[config.mk]
export PLATFORM = sky130hd
export DESIGN_NAME = matmul_scheduler
export DESIGN_NICKNAME = d
export VERILOG_FILES = /design/src/rtl/matmul_scheduler.sv
export SDC_FILE = /design/constraint.sdc
export NUM_CORES = 1
export LEC_CHECK = 0
export CORE_MARGIN = 1.5
export CORE_UTILIZATION = 44
export DETAILED_ROUTE_END_ITERATION = 10
export HOLD_SLACK_MARGIN = 0.08
export PLACE_DENSITY = 0.85
export SLEW_MARGIN = 30
export SYNTH_ARGS = -nofsm -noshare
export SYNTH_HDL_FRONTEND = slang
export SYNTH_SLANG_ARGS = --single-unit
[constraint.sdc]
create_clock -name clk_i -period 1.9 [get_ports clk_i]
set_input_delay 0.19 -clock clk_i [delete_from_list [all_inputs] [get_ports clk_i]]
set_output_delay 0.19 -clock clk_i [all_outputs]
set_load 0.03 [all_outputs]
[src/rtl/matmul_scheduler.sv]
// matmul_scheduler: sequences clear, operand feed/shift, optional bias read and write-back for the systolic array.
module matmul_scheduler #(
  parameter int MAX_DIM     = 4,
  parameter int SP_NTARGETS = 4,
  parameter int DIM_W       = $clog2(MAX_DIM) + 1,
  parameter int SPT_W       = $clog2(SP_NTARGETS),
  parameter int CNT_W       = $clog2(3 * MAX_DIM)
) (
  input  logic             clk_i,
  input  logic             rst_i,
  input  logic             start_i,
  input  logic [DIM_W-1:0] n_dim_i,
  input  logic [DIM_W-1:0] k_dim_i,
  input  logic [DIM_W-1:0] m_dim_i,
  input  logic             bias_en_i,
  input  logic [SPT_W-1:0] rd_target_i,
  input  logic [SPT_W-1:0] wr_target_i,
  input  logic             stall_i,
  output logic             busy_o,
  output logic             done_o,
  output logic             err_o,
  output logic             array_clear_o,
  output logic             array_shift_en_o,
  output logic             op_rd_en_o,
  output logic [DIM_W-1:0] op_idx_o,
  output logic             sp_rd_en_o,
  output logic [SPT_W-1:0] sp_rd_target_o,
  output logic             sp_wr_en_o,
  output logic [SPT_W-1:0] sp_wr_target_o
);
  typedef enum logic [2:0] {IDLE, CLEAR, COMPUTE, BIAS, WRITE, DONE, REJECT} state_t;
  state_t           state_q;
  logic [CNT_W-1:0] s_q, last_q;
  logic [DIM_W-1:0] k_q;
  logic             bias_q;
  logic [SPT_W-1:0] rd_q, wr_q;
  logic             bad_dims;
  assign bad_dims = (n_dim_i == '0) || (n_dim_i > DIM_W'(MAX_DIM)) ||
                    (k_dim_i == '0) || (k_dim_i > DIM_W'(MAX_DIM)) ||
                    (m_dim_i == '0) || (m_dim_i > DIM_W'(MAX_DIM));
  always_ff @(posedge clk_i or posedge rst_i) begin
    if (rst_i) begin
      state_q <= IDLE;
      s_q     <= '0;
      last_q  <= '0;
      k_q     <= '0;
      bias_q  <= 1'b0;
      rd_q    <= '0;
      wr_q    <= '0;
    end else begin
      case (state_q)
        IDLE: if (start_i) begin
          k_q     <= k_dim_i;
          bias_q  <= bias_en_i;
          rd_q    <= rd_target_i;
          wr_q    <= wr_target_i;
          // index of the final compute step: K+N+M-2 steps, counted from 0
          last_q  <= CNT_W'(n_dim_i) + CNT_W'(k_dim_i) + CNT_W'(m_dim_i) - CNT_W'(3);
          state_q <= bad_dims ? REJECT : CLEAR;
        end
        CLEAR: begin
          s_q     <= '0;
          state_q <= COMPUTE;
        end
        COMPUTE: if (!stall_i) begin
          s_q <= s_q + CNT_W'(1);
          if (s_q == last_q) state_q <= bias_q ? BIAS : WRITE;
        end
        BIAS:    state_q <= WRITE;
        WRITE:   state_q <= DONE;
        default: state_q <= IDLE;
      endcase
    end
  end
  assign busy_o           = (state_q == CLEAR) || (state_q == COMPUTE) || (state_q == BIAS) || (state_q == WRITE);
  assign done_o           = (state_q == DONE) || (state_q == REJECT);
  assign err_o            = state_q == REJECT;
  assign array_clear_o    = state_q == CLEAR;
  assign array_shift_en_o = (state_q == COMPUTE) && !stall_i;
  // past column K the array is fed zeros while the skew drains
  assign op_rd_en_o       = array_shift_en_o && (s_q < CNT_W'(k_q));
  assign op_idx_o         = op_rd_en_o ? DIM_W'(s_q) : '0;
  assign sp_rd_en_o       = state_q == BIAS;
  assign sp_rd_target_o   = sp_rd_en_o ? rd_q : '0;
  assign sp_wr_en_o       = state_q == WRITE;
  assign sp_wr_target_o   = sp_wr_en_o ? wr_q : '0;
endmodule

==> metrics.txt <==
status finished with violations; failing checks negative setup slack; Routed Antenna Nets 0; # setup viols final 4; Final Cycle Share 1.11; Synth Area in Adders 0.120; Final Util 0.685; Clock Skew roughly 0.014 ns; Internal 1.46 mW; pin count of the biggest net entering global routing 20; area leader, netlist dfrtp_1; sequential share of the synthesized area 0.357; Clock power frac 0.090; crit end category primary output; largest family of logic cells by synthesized area simple AND/OR/NAND/NOR gates; area after detailed placement roughly 1800 um^2; CORE AREA ~2800 um^2; Power, Total 2.56 mW; RSZ-0062 raised after global routing true; final count of pins violating max slew 0; first-pass GRT wire length between 5000 and 6000 um; Max Root-Sink Buffers 2; GR Overflow Total 0; crit path DAT approximately 1.9 ns; die area about 3400 um^2; initial antenna violation count 0; drt total wl 3300 um; vias in the first global route approximately 1,200; Crit path required time approximately 1.7 ns; Post-synth EDFFs 0; share of layout cells above drive strength 1 0.437; Switching Fraction 0.429; Rel. slew slack 0.768; via count 1,183; clk slew on worst S/H paths roughly 0.13 ns; Synth Net Count 166; async set-or-reset flop fraction in the synthesized netlist 1.00; TNS Setup -0.757 ns; maximum vdd drop 878 uV; worst slew pin tran around 0.35 ns; WS Path Type reg2out; Initial Utilization 0.474; DRT Pass-1 Iters 6; Post-Synth XOR/XNOR Area 0.0659; final HPWL from detailed placement 2470 um; type of origin of the critical path flip-flop; Final Hold Fails 0; initial DRC count just under 60; GRT Total Usage 0.205; Post-Synthesis Cells 137; detailed-route vias per instance 5.35; CTS Buf Count 3; switching power between 1 and 1.5 mW; Mapped Area roughly 1300 um^2; setup slack after layout -0.205 ns; fill cell count roughly 220; leakage about 0.95 nW; Max Cap Viol 0; Non-Filler Instances 221; Final min period ~2.1 ns; Layout area overhead 44.5%; Syn Area/Cell just under 10 um^2; mux contribution to synthesized area 0.0753; final instance area 1920 um^2; diode count 0; critical path peak fanout 4; row count 19; Power Dens Cells 1330 nW/um^2; Synth Warn # 0; commonest non-fill, non-tap cell in the layout buf_4; Clock Latency Late Sink 0.32 ns; combinational share of power 0.623; Nets 220; Synth area leaders dfrtp_1, ha_1, mux2_2; Die Wd approximately 58 um; post-synthesis compound-gate area fraction 0.119; simple-gate portion of the synthesized area 0.175; Seq pwr share 0.286; htree depth 1; number of I/O port buffers 32; clk root buf clkbuf_4; Most used DFF post-synth dfrtp_1; hold_buf cts 0; CTS Sinks 19; CTS tree yes; achievable frequency between 400 and 500 MHz; routability cong. slightly below 0.8; flops & latches, synth 19; most frequent cells in the layout buf_4, dfrtp_1, inv_1; Yosys cell types 37; Inst Count DP ~210; drt drc 0; worst hold-check path type in2async; die height slightly below 60 um; Synth top area share 0.357; I/O pins 33; WL per Instance around 15 um
sequential cells by signal, summed over array words and instances (netlist names):
name	flops
last_q	4
s_q	4
k_q	3
state_q	3
rd_q	2
wr_q	2
bias_q	1
routing by layer:
layer / up-vias / track usage / share of wire
li1: 559 / - / -
met1: 577 / 0.237 / 0.39
met2: 42 / 0.386 / 0.55
met3: 5 / 0.0335 / 0.047
met4: 0 / 0.0598 / 0.013
met5: - / 0 / 0
synth_stat cells (all sizes together) (2+ instances only):
| cell type | count |
|---|---|
| a21o | 2 |
| a21oi | 3 |
| and2 | 7 |
| and3 | 2 |
| buf | 2 |
| clkbuf | 3 |
| dfrtp | 19 |
| fa | 3 |
| ha | 8 |
| inv | 22 |
| mux2 | 8 |
| nand2 | 3 |
| nand2b | 4 |
| nand4 | 2 |
| nor2 | 10 |
| nor4b | 2 |
| o211ai | 2 |
| o21a | 2 |
| o21ai | 10 |
| or3 | 2 |
| or4 | 2 |
| xnor2 | 4 |
| xor2 | 6 |
worst max-delay path, cell delays in order (launching register included):
cell and delay [ns]:
dfrtp_2 0.43, or4_4 0.54, a2111oi_4 0.29, and2_4 0.22, buf_6 0.12
kinds of logic after synthesis:
family / after synthesis
compound gates: 22
xor+xnor: 10
simple gates: 39
buf+inv: 27
mux: 9
flops: 19
fa+ha+maj: 11
worst paths after layout:
kind	from	end	slack, ns	depth (start not counted)
max reg2reg	state_q[1]	k_q[0]	0.17	5
max	state_q[0]	op_idx_o[1]	-0.20	4
min	rst_i	rd_q[1]	0.16	3
min in group clk_i	k_dim_i[1]	k_q[1]	0.16	4
max in group asynchronous	rst_i	state_q[1]	1.51	3
min reg2reg	wr_q[1]	wr_q[1]	0.52	1
power by group through the flow:
stage                     combinational (mW)  clock (mW)  sequential [mW]
after floorplan                         1.01           0            0.701
after global placement                  1.43           0            0.734
after detailed placement                1.49           0            0.744
after CTS                               1.50       0.234            0.734
after global routing                    1.75       0.251            0.754
final                                   1.59       0.231            0.733
per-stage QoR:
stage | setup slack, ns | hold slack, ns
detailed placement | -0.784 | 0.487
global placement | -0.676 | 0.486
floorplan | -0.203 | 0.141
global route | -0.291 | 0.178
CTS | -0.300 | 0.167
finish | -0.205 | 0.158
repair_timing:
action / in CTS / in global routing
buffers inserted: 1 / 2
pin swaps: 12 / 14
gates resized for setup: 30 / 40
endpoints found under the setup margin: 16 / 16
layout make-up:
class                      instances  area, um^2  area share
multi-input combinational         91         817       0.425
timing repair buffer              54         470       0.245
tap                               31        38.8      0.0202
inverter                          22        87.6      0.0456
clock buffer                       3        22.5      0.0117
sequential                        19         478       0.249
clock inverter                     1        7.51     0.00391
No activity file was read; power rests on OpenSTA's default activity.
